$ cat src/rtl/mmio_stress_pkg.sv
// Shared types and LFSR helpers for the MMIO stress requesters.
// Holds the MMIO length encoding, the outstanding-read slot record and the data LFSR polynomial.
package mmio_stress_pkg;

    typedef enum logic [1:0] {
        LEN32 = 2'b00,
        LEN64 = 2'b01
    } t_mmio_len;

    typedef struct packed {
        logic       valid;
        logic [8:0] tid;
        t_mmio_len  len;
        logic [63:0] exp_data;
    } t_slot;

    typedef enum logic [2:0] {
        ST_IDLE,
        ST_WR,
        ST_RD,
        ST_DRAIN,
        ST_DONE
    } t_req_state;

    // Galois mask for x^64 + x^63 + x^61 + x^60 + 1 in right-shift form.
    localparam logic [63:0] LFSR_POLY = 64'hD800_0000_0000_0000;

    function automatic logic [63:0] lfsrStep(input logic [63:0] cur);
        return {1'b0, cur[63:1]} ^ (cur[0] ? LFSR_POLY : 64'h0);
    endfunction

endpackage

$ cat src/rtl/mmio_stress_lfsr.sv
// 64-bit Galois LFSR: reloads SEED on reset and steps once per cycle when advance is high.
// Shared by the MMIO and DMA stress requesters.
module mmio_stress_lfsr
    import mmio_stress_pkg::*;
#(
    parameter logic [63:0] SEED = 64'h1
) (
    input  logic        pClk,
    input  logic        pck_cp2af_softReset_n,
    input  logic        advance,
    output logic [63:0] value
);

    if (SEED == 64'h0) begin : g_bad_seed
        $error("mmio_stress_lfsr: SEED must be nonzero");
    end

    // NOTE: sequential state is written with <= so every flop samples the pre-edge values.
    always_ff @(posedge pClk) begin
        if (!pck_cp2af_softReset_n) begin
            value <= SEED;
        end else if (advance) begin
            value <= lfsrStep(value);
        end
    end

endmodule

$ cat src/rtl/mmio_stress_requester.sv
// CCI-P MMIO stress initiator: writes LFSR data to scratch registers, reads each one back
// and checks the c2 response, tracking up to MAX_OUT outstanding reads by tid.
module mmio_stress_requester
    import mmio_stress_pkg::*;
#(
    parameter int          MAX_OUT   = 4,
    parameter logic [15:0] BASE_ADDR = 16'h0010,
    parameter int          TIMEOUT   = 1024,
    parameter logic [63:0] LFSR_SEED = 64'h1
) (
    input  logic        pClk,
    input  logic        pck_cp2af_softReset_n,
    input  logic        start,
    input  logic [15:0] num_ops,
    output logic        req_wr_valid,
    output logic        req_rd_valid,
    output logic [15:0] req_addr,
    output logic [1:0]  req_len,
    output logic [8:0]  req_tid,
    output logic [63:0] req_data,
    input  logic        rsp_valid,
    input  logic [8:0]  rsp_tid,
    input  logic [63:0] rsp_data,
    output logic        busy,
    output logic        done,
    output logic        pass,
    output logic [15:0] err_count,
    output logic [15:0] ops_done
);

    localparam int SLOT_LOG = $clog2(MAX_OUT);
    localparam int IDX_W    = (SLOT_LOG > 0) ? SLOT_LOG : 1;
    localparam int WD_W     = $clog2(TIMEOUT + 1);

    if (MAX_OUT < 1 || MAX_OUT > 64 || (MAX_OUT & (MAX_OUT - 1)) != 0) begin : g_bad_max_out
        $error("mmio_stress_requester: MAX_OUT must be a power of 2 in 1..64");
    end
    if (int'(BASE_ADDR) + 2 * (MAX_OUT - 1) >= 65536) begin : g_bad_addr_range
        $error("mmio_stress_requester: scratch region overflows 16-bit dword address");
    end
    if (BASE_ADDR < 16'd6) begin : g_bad_base
        $error("mmio_stress_requester: BASE_ADDR overlaps the AFU ID registers");
    end

    t_req_state          state, stateNext;
    t_slot               slots [MAX_OUT];
    t_slot               slotsNext [MAX_OUT];
    logic [IDX_W-1:0]    curSlot, curSlotNext;
    logic [15:0]         issued, issuedNext;
    logic [15:0]         numOpsQ, numOpsNext;
    logic [15:0]         errNext, opsNext;
    logic [WD_W-1:0]     wdCnt, wdNext;
    logic                doneNext, passNext;
    logic                wrValidNext, rdValidNext;
    logic [15:0]         addrNext;
    t_mmio_len           lenNext;
    logic [8:0]          tidNext;
    logic [63:0]         dataNext;
    logic                lfsrAdvance;
    logic [63:0]         lfsrOut;

    logic                freeFound, hit, anyValid, dataOk;
    logic [IDX_W-1:0]    freeIdx, hitIdx;
    logic                respActive, retire, timeoutHit;
    logic [8:0]          tidCalc;

    mmio_stress_lfsr #(
        .SEED(LFSR_SEED)
    ) u_lfsr (
        .pClk                  (pClk),
        .pck_cp2af_softReset_n (pck_cp2af_softReset_n),
        .advance               (lfsrAdvance),
        .value                 (lfsrOut)
    );

    assign busy = state inside {ST_WR, ST_RD, ST_DRAIN};

    // NOTE: every variable is given a default before any branch, so no latch can be inferred.
    always_comb begin
        freeFound = 1'b0;
        freeIdx   = '0;
        hit       = 1'b0;
        hitIdx    = '0;
        anyValid  = 1'b0;
        // Descending scan so the lowest free index wins.
        for (int i = MAX_OUT - 1; i >= 0; i--) begin
            if (!slots[i].valid) begin
                freeFound = 1'b1;
                freeIdx   = IDX_W'(i);
            end
            if (slots[i].valid && slots[i].tid == rsp_tid) begin
                hit    = 1'b1;
                hitIdx = IDX_W'(i);
            end
            anyValid = anyValid | slots[i].valid;
        end

        dataOk = (slots[hitIdx].len == LEN64) ? (rsp_data == slots[hitIdx].exp_data)
                                              : (rsp_data[31:0] == slots[hitIdx].exp_data[31:0]);
        tidCalc    = 9'((issued << SLOT_LOG) | 16'(curSlot));
        respActive = (state != ST_IDLE);
        retire     = respActive && rsp_valid && hit;
        timeoutHit = respActive && anyValid && !rsp_valid && (wdCnt == WD_W'(TIMEOUT - 1));

        stateNext   = state;
        slotsNext   = slots;
        curSlotNext = curSlot;
        issuedNext  = issued;
        numOpsNext  = numOpsQ;
        errNext     = err_count;
        opsNext     = ops_done;
        doneNext    = done;
        passNext    = pass;
        wrValidNext = 1'b0;
        rdValidNext = 1'b0;
        addrNext    = '0;
        lenNext     = LEN32;
        tidNext     = '0;
        dataNext    = '0;
        lfsrAdvance = 1'b0;

        if (!respActive || rsp_valid || !anyValid) begin
            wdNext = '0;
        end else begin
            wdNext = wdCnt + WD_W'(1);
        end

        if (retire) begin
            slotsNext[hitIdx].valid = 1'b0;
            opsNext = ops_done + 16'd1;
        end
        if (((respActive && rsp_valid && !(hit && dataOk)) || timeoutHit) && err_count != 16'hFFFF) begin
            errNext = err_count + 16'd1;
        end

        unique case (state)
            ST_IDLE, ST_DONE: begin
                if (start) begin
                    errNext    = '0;
                    opsNext    = '0;
                    issuedNext = '0;
                    numOpsNext = num_ops;
                    if (num_ops == 16'd0) begin
                        stateNext = ST_DONE;
                        doneNext  = 1'b1;
                        passNext  = 1'b1;
                    end else begin
                        stateNext = ST_WR;
                        doneNext  = 1'b0;
                        passNext  = 1'b0;
                    end
                end
            end
            ST_WR: begin
                if (freeFound) begin
                    wrValidNext = 1'b1;
                    addrNext    = BASE_ADDR + {15'(freeIdx), 1'b0};
                    lenNext     = lfsrOut[0] ? LEN64 : LEN32;
                    dataNext    = lfsrOut[0] ? lfsrOut : {32'h0, lfsrOut[31:0]};
                    slotsNext[freeIdx].len      = lenNext;
                    slotsNext[freeIdx].exp_data = dataNext;
                    curSlotNext = freeIdx;
                    lfsrAdvance = 1'b1;
                    stateNext   = ST_RD;
                end
            end
            ST_RD: begin
                rdValidNext = 1'b1;
                addrNext    = BASE_ADDR + {15'(curSlot), 1'b0};
                lenNext     = slots[curSlot].len;
                tidNext     = tidCalc;
                slotsNext[curSlot].valid = 1'b1;
                slotsNext[curSlot].tid   = tidCalc;
                issuedNext  = issued + 16'd1;
                stateNext   = (issuedNext == numOpsQ) ? ST_DRAIN : ST_WR;
            end
            ST_DRAIN: begin
                if (!anyValid) begin
                    stateNext = ST_DONE;
                    doneNext  = 1'b1;
                    passNext  = (errNext == 16'd0);
                end
            end
            default: stateNext = ST_IDLE;
        endcase

        // Watchdog expiry abandons the outstanding reads and ends the run as a failure.
        if (timeoutHit) begin
            for (int i = 0; i < MAX_OUT; i++) begin
                slotsNext[i].valid = 1'b0;
            end
            stateNext   = ST_DONE;
            doneNext    = 1'b1;
            passNext    = 1'b0;
            wrValidNext = 1'b0;
            rdValidNext = 1'b0;
            addrNext    = '0;
            lenNext     = LEN32;
            tidNext     = '0;
            dataNext    = '0;
            lfsrAdvance = 1'b0;
        end
    end

    always_ff @(posedge pClk) begin
        if (!pck_cp2af_softReset_n) begin
            state <= ST_IDLE;
            // NOTE: the slot table is a handful of flops, so whole entries are cleared, not just valid bits.
            for (int i = 0; i < MAX_OUT; i++) begin
                slots[i] <= '0;
            end
            curSlot      <= '0;
            issued       <= '0;
            numOpsQ      <= '0;
            err_count    <= '0;
            ops_done     <= '0;
            wdCnt        <= '0;
            done         <= 1'b0;
            pass         <= 1'b0;
            req_wr_valid <= 1'b0;
            req_rd_valid <= 1'b0;
            req_addr     <= '0;
            req_len      <= '0;
            req_tid      <= '0;
            req_data     <= '0;
        end else begin
            state        <= stateNext;
            slots        <= slotsNext;
            curSlot      <= curSlotNext;
            issued       <= issuedNext;
            numOpsQ      <= numOpsNext;
            err_count    <= errNext;
            ops_done     <= opsNext;
            wdCnt        <= wdNext;
            done         <= doneNext;
            pass         <= passNext;
            req_wr_valid <= wrValidNext;
            req_rd_valid <= rdValidNext;
            req_addr     <= addrNext;
            req_len      <= lenNext;
            req_tid      <= tidNext;
            req_data     <= dataNext;
        end
    end

endmodule

$ cat config.mk
export PLATFORM = sky130hd
export DESIGN_NAME = mmio_stress_requester
export DESIGN_NICKNAME = d
export VERILOG_FILES = /design/src/rtl/mmio_stress_pkg.sv /design/src/rtl/mmio_stress_lfsr.sv /design/src/rtl/mmio_stress_requester.sv
export SDC_FILE = /design/constraint.sdc
export NUM_CORES = 1
export LEC_CHECK = 0
export ABC_AREA = 1
export BUFFER_PORTS_ARGS = -buffer_cell sky130_fd_sc_hd__buf_2
export CAP_MARGIN = 30
export CORE_AREA = 2 2 148 295
export CTS_BUF_LIST = sky130_fd_sc_hd__clkbuf_16
export DETAILED_ROUTE_END_ITERATION = 10
export DIE_AREA = 0 0 150 297
export GPL_TIMING_DRIVEN = 0
export PLACE_DENSITY_LB_ADDON = 0.25
export SLEW_MARGIN = 5
export SYNTH_ARGS = -nofsm -noshare
export SYNTH_HDL_FRONTEND = slang
export SYNTH_SLANG_ARGS = --single-unit
$ cat constraint.sdc
create_clock -name pClk -period 4.1 [get_ports pClk]
set_input_delay 0.41 -clock pClk [delete_from_list [all_inputs] [get_ports pClk]]
set_output_delay 0.41 -clock pClk [all_outputs]
set_load 0.02 [all_outputs]
=== Word-level counts from Yosys, hierarchy flattened ===
Index checks and enable logic that the tools add are counted.

* Reduce and logical (&&, ||, !) cells: 42
* Add/subtract/negate cells: 6
* Bitwise gates (word level): 12
* Multiplexer cells: 74
* Magnitude comparators: 6
* Equality and inequality tests: 20

{| class="wikitable"
|+ Operator list
! operator !! count
|-
| 304-bit bitwise mux || 5
|-
| 76-bit demux with 2-bit select || 5
|-
| 304-bit two-way mux || 2
|-
| 304-bit one-hot mux with 2 select lines || 1
|-
| 66-bit two-way mux || 5
|-
| 76-bit binary-select mux with 2-bit select || 2
|-
| 64-bit two-way mux || 3
|-
| 76-bit two-way mux || 2
|-
| 16-bit two-way mux || 7
|-
| 75-bit two-way mux || 1
|-
| 64-bit equality test || 1
|-
| 63-bit by 64-bit bitwise XOR with 64-bit output || 1
|-
| 16-bit by 1-bit adder with 16-bit output, second input constant || 3
|-
| 9-bit equality test || 4
|-
| 32-bit equality test || 1
|-
| 16-bit zero test || 2
|-
| 16-bit one-hot mux with 2 select lines || 1
|-
| 1-bit two-way mux || 20
|-
| 2-bit two-way mux || 9
|-
| 16-bit equality test || 1
|-
| 16-bit inequality test, second input constant || 1
|-
| 1-bit logical AND || 15
|-
| 3-bit two-way mux || 5
|-
| 5-bit by 3-bit adder with 6-bit output, first input constant || 2
|-
| 29 further kinds || 61
|}

* Register bits: 543
* Output and inout port bits: 128
* Word-level logic and storage cells: 193

=== Longest topological paths before layout ===
* Word-level depth: 21
* Gate-level depth with buffers: 37
* Gate-level depth less buffers: 35

=== Cells and area by module ===
From an unflattened synthesis, not the netlist that was laid out.

* Cells, all modules: 3217
* Area total of the unflattened synthesis: 23279.8 sq um

{| class="wikitable"
|+ Modules (own cells, without submodules)
! module !! cells an instance !! sequential area each (sq um) !! area an instance (sq um) !! instances
|-
| mmio_stress_requester || 2928 || 9328.9 || 21041.4 || 1
|-
| mmio_stress_lfsr || 289 || 1281.2 || 2238.4 || 1
|}

=== Worst setup path after synthesis ===
Ideal clock, no wire load.

* Kind: input to register
* Start point: in rsp_tid[3]
* End point: reg pass
* Data required time: 3.969 ns
* Arrival time: 2.913 ns
* Cell stages on the path: 31
* Path slack: 1.056 ns
* Cells stage by stage: xor2_1 -> nor2_1 -> inv_1 -> nor2_1 -> nand2_4 -> nand2_2 -> nor2_2 -> buf_6 -> buf_4 -> a22o_1 -> inv_2 -> nand2_1 -> nand2_1 -> nand2_1 -> nor2_1 -> nand3_1 -> nor2_1 -> nand2_1 -> nand2_2 -> nand2_4 -> nand2_4 -> buf_4 -> nand2_1 -> nand2_1 -> nor2_1 -> nand2_1 -> nor2_1 -> nand2_1 -> nand2_1 -> nand2_1 -> a21oi_2

* Longest elaborated chain between the ends: 21
* Elaborated cells between the ends (all ways): 33
* Classes of those cells: eq/ne (7); mux (15); bitwise (1); reduce/logical (10)

{| class="wikitable"
|+ RTL lines
! element !! line !! source
|-
| start: declaration || mmio_stress_requester.sv:22 || <nowiki>input logic [8:0] rsp_tid,</nowiki>
|-
| 9-bit equality test || mmio_stress_requester.sv:91 || <nowiki>if (slots[i].valid && slots[i].tid == rsp_tid) begin</nowiki>
|-
| 1-bit logical AND || mmio_stress_requester.sv:91 ||
|-
| 2-bit two-way mux (4 in series) || mmio_stress_requester.sv:91 ||
|-
| 2-bit inverter with 3-bit output (not written as such) || mmio_stress_requester.sv:98, mmio_stress_requester.sv:99 ||
|-
| 76-bit binary-select mux with 2-bit select || mmio_stress_requester.sv:98, mmio_stress_requester.sv:99 ||
|-
| 66-bit two-way mux (not written as such) (2 in series) || mmio_stress_requester.sv:99 || <nowiki>: (rsp_data[31:0] == slots[hitIdx].exp_data[31:0]);</nowiki>
|-
| 64-bit equality test (tied with other cells) || mmio_stress_requester.sv:98 || <nowiki>dataOk = (slots[hitIdx].len == LEN64) ? (rsp_data == slots[hitIdx].exp_data)</nowiki>
|-
| 1-bit two-way mux || mmio_stress_requester.sv:98 ||
|-
| 1-bit logical AND (*) || mmio_stress_requester.sv:132 || <nowiki>if (((respActive && rsp_valid && !(hit && dataOk)) || timeoutHit) && err_count != 16'hFFFF) begin</nowiki>
|-
| 1-bit zero test (*) || mmio_stress_requester.sv:132 ||
|-
| 1-bit logical AND (*) || mmio_stress_requester.sv:132 ||
|-
| 1-bit logical OR (*) || mmio_stress_requester.sv:132 ||
|-
| 1-bit logical AND (*) || mmio_stress_requester.sv:132 ||
|-
| 16-bit two-way mux (*) || mmio_stress_requester.sv:132 ||
|-
| 16-bit zero test (*) || mmio_stress_requester.sv:181 || <nowiki>passNext = (errNext == 16'd0);</nowiki>
|-
| 1-bit two-way mux (*) || mmio_stress_requester.sv:178 || <nowiki>if (!anyValid) begin</nowiki>
|-
| 1-bit one-hot mux with 2 select lines (*) || mmio_stress_requester.sv:136 || <nowiki>unique case (state)</nowiki>
|-
| end signal: assignment || mmio_stress_requester.sv:236 || <nowiki>pass <= passNext;</nowiki>
|-
| end: declaration || mmio_stress_requester.sv:26 || <nowiki>output logic pass,</nowiki>
|}

Mark *: on every way between the ends. The rest lies on a longest branch, timed or not. The select of a mux whose other input is x is not followed.
A chain may end at the register's enable or synchronous reset.

=== Final worst setup path ===
* Start point: reg state[0]
* End point: reg req_data[36]

* Longest elaborated chain between the ends: 5
* Elaborated cells between the ends (all ways): 7
* Classes of those cells: eq/ne (1); bitwise (1); reduce/logical (5)

{| class="wikitable"
|+ RTL lines
! element !! line !! source
|-
| start: declaration || mmio_stress_requester.sv:45 || <nowiki>t_req_state state, stateNext;</nowiki>
|-
| start signal: assignment || mmio_stress_requester.sv:227 || <nowiki>state <= stateNext;</nowiki>
|-
| 3-bit nonzero test || mmio_stress_requester.sv:101 || <nowiki>respActive = (state != ST_IDLE);</nowiki>
|-
| 1-bit logical AND (3 in series) || mmio_stress_requester.sv:103 || <nowiki>timeoutHit = respActive && anyValid && !rsp_valid && (wdCnt == WD_W'(TIMEOUT - 1));</nowiki>
|-
| 4-bit OR reduction (no source line) (*) || - ||
|-
| end signal: assignment || mmio_stress_requester.sv:242 || <nowiki>req_data <= dataNext;</nowiki>
|-
| end: declaration || mmio_stress_requester.sv:20 || <nowiki>output logic [63:0] req_data,</nowiki>
|}

Mark *: on every way between the ends. The rest lies on a longest branch, timed or not.

==> results.md <==
- Status: complete, no violations
- Cells after DPL: ~4000
- GR Overflow Total: 0
- Worst setup EP type: flip-flop
- Count of different cell masters after synthesis: 45
- Slew @ Worst Pin: 1.05 ns
- Post-DRT Antenna Nets: 0
- Hold Violations, Final: 0
- Yosys reg bits: between 500 and 600
- Worst hold path type: in -> reg
- Row cnt: ~110
- Placer congestion estimate: about 1
- I/O pin cnt: 221
- Required @ worst endpoint: 4.57 ns
- Via count: 23000
- Vias in the first global route: 20900
- Prevailing post-synth register cell: dfxtp_1
- Crit path launch type: flip-flop
- Worst-skew pair later-pin latency: 0.59 ns
- Crit path arrival time: 4.55 ns
- Die height: a little under 300 um
- Most frequent cells in the layout: 723 x nand2_1, 526 x dfxtp_1, 375 x inv_1
- Fmax: ~250 MHz
- Relative slew slack: a little under 30%
- Worst R2R Setup Slack: 0.02 ns
- Post-Syn Area per Cell: 7.10 um^2
- WS Path Type: reg -> reg
- Finished Layout Cells: 4095
- Power per cell area: 419 mW/mm^2
- Avg WL per Cell: 19.1 um
- R2R depth: 13
- Worst flop-to-flop path endpoint: req_data[36]$_SDFF_PP0_
- Layout cells sized above 1: 11.9%
- Dpl cell area: about 0.025 mm^2
- Initial DRC count: 2273
- Tcrit/Tclk final: 99.5%
- Wirelength, routed: 78100 um
- Syn Std Cell Area: around 0.023 mm^2
- Max VDD drop: 0.363 mV
- Setup violators final: 0
- Final instance area: between 0.02 and 0.03 mm^2
- Synth warn: 0
- Clk sink count: 530
- Reg2reg start: state[0]$_SDFFE_PP0P_
- Clock root buffer: clkbuf_16
- Vias per cell: 5.62
- H-tree Lvls: 2
- RSZ-0062 raised after global routing: yes
- Clk_skew: 0.0233 ns
- Core ar.: 0.0423 mm^2
- Post-synth ARST share: 0%
- CTS tree: yes
- Layout area overhead: 16.3%
- Mapped Cells: between 3000 and 4000
- Hold_sp: num_ops[13]
- Worst-path clk slew: 0.07 ns
- P_leak: 11.9 nW
- Final core utilization: 63.1%
- Final Net Count: 3614
- Final critical-path required period: 4.08 ns
- Die Wd: 150 um
- EDFF count, synth: 0
- CTS hold repair buffers: 0
- First-pass GRT wire length: 116000 um
- Hold WS: 0.110 ns
- Die area: 0.0446 mm^2
- DRT Pass-1 Iters: 6
- All-layer global routing usage: 33.6%
- Detail Placement HPWL: 55600 um
- Max Slew Vio Count: 0
- Largest net degree at the start of global routing: 17
- CTS buffer count: 46
- Min-Delay Endpoint: numOpsQ[13]$_SDFFE_PN0P_
- PortBufs: 207
- Drt drc: 0
- Antenna violations before repair: 1
- Seq/Total Area, Yosys: 46.2%
- Max_cap viols: 0
- Worst-path fanout max: 10
- Worst Hold Path Cells: 3
- Most common cell after layout, fill and taps aside: nand2_1
- Clk buf depth: 3
- Initial Utilization: 54.3%
## synth_stat cells (2+ instances only)
cell / instances / area (um^2)
nand2_1: 731 / 2740
dfxtp_1: 530 / 10600
a21oi_1: 368 / 1840
inv_1: 368 / 1380
o21ai_0: 342 / 1710
nor2_1: 242 / 908
nand3_1: 162 / 811
clkbuf_1: 134 / 503
nand3b_1: 66 / 495
o22ai_1: 44 / 275
inv_2: 33 / 124
xor2_1: 29 / 254
nor3_1: 24 / 120
buf_4: 19 / 143
buf_2: 18 / 90.1
xnor2_1: 14 / 123
nand4_1: 13 / 81.3
nor4_1: 12 / 75.1
a211oi_1: 9 / 67.6
buf_6: 9 / 101
o21ai_1: 9 / 45.0
ha_1: 7 / 87.6
nor3b_1: 7 / 52.6
buf_1: 6 / 22.5
nor2_2: 5 / 31.3
clkinv_1: 4 / 15.0
nand2_2: 4 / 25.0
nand2_4: 4 / 45.0
a31oi_1: 3 / 18.8
or2_2: 3 / 18.8
a21o_1: 2 / 15.0
a221oi_1: 2 / 17.5
o2111ai_1: 2 / 17.5
## area by class of cell
| cell class | instances | area [um^2] |
|---|---|---|
| antenna | 1 | 2.50 |
| buffer | 183 | 1000 |
| clock buffer | 47 | 1180 |
| clock inverter | 36 | 372 |
| fill | 3874 | 15600 |
| inverter | 405 | 1520 |
| multi-input combinational | 2129 | 10200 |
| sequential | 530 | 10600 |
| tap | 545 | 682 |
| timing repair buffer | 219 | 1160 |
## how the worst max path moves through the flow
stage	to	from	slack (ns)	cells after the start
global route	pass$_SDFFE_PP0P_	flip-flop	-0.17	33
global placement	pass$_SDFFE_PP0P_	rsp_tid[0]	-0.61	33
detailed placement	pass$_SDFFE_PP0P_	rsp_tid[3]	-0.55	36
floorplan	pass$_SDFFE_PP0P_	rsp_tid[3]	1.06	31
CTS	pass$_SDFFE_PP0P_	flip-flop	0.003	34
finish	req_data[36]$_SDFF_PP0_	state[0]$_SDFFE_PP0P_	0.02	13
## cells by family after synthesis
family,Yosys count,share of synthesized area [%]
AND/OR/NAND/NOR,1276,23.6
AO/OA/AOI/OAI,789,17.8
buffers and inverters,591,10.4
flip-flops,530,46.2
XOR/XNOR,43,1.64
adder cells (fa/ha/maj),7,0.381
other,1,0.0163
## critical path, cell delays in order (launching register included)
cell      delay (ns)
dfxtp_1         0.36
inv_1           0.08
nor3_1          0.46
inv_1           0.18
nor2_1          0.16
inv_1           0.09
nor2_1          0.37
clkinv_1        0.35
nor2_1          0.61
inv_1           0.33
clkbuf_1        0.22
buf_8           0.18
clkbuf_2        0.26
nor2_1          0.30
## metal layers
layer	vias up	track usage (%)	wire, um	part of all wire (%)
met2	1223	55.2	36300	47
met4	0	21.2	5510	7.1
met5	-	0	0	0
li1	11000	-	-	-
met1	10500	41.6	29600	38
met3	297	3.71	6720	8.6
## per-stage QoR
stage	power, mW	TNS, ns	setup WS [ns]
after CTS	11.2	0	0.00300
after floorplan	6.22	0	1.06
after global routing	11.5	-0.166	-0.166
after detailed placement	6.63	-1.99	-0.554
final	11.2	0	0.0223
after global placement	6.61	-3.13	-0.615
## power by group
group	internal, mW	switching, mW
Combinational	0.349	0.836
Sequential	5.31	0.0809
Clock	2.59	2.02
Total	8.25	2.94
## timing repair
action                     4_1_cts  5_1_grt
gates resized for setup         32       62
pin swaps                        1       20
setup endpoints to repair       13       16
buffers inserted                 1        8
cloned                           0        2
No activity file was read; power rests on OpenSTA's default activity.
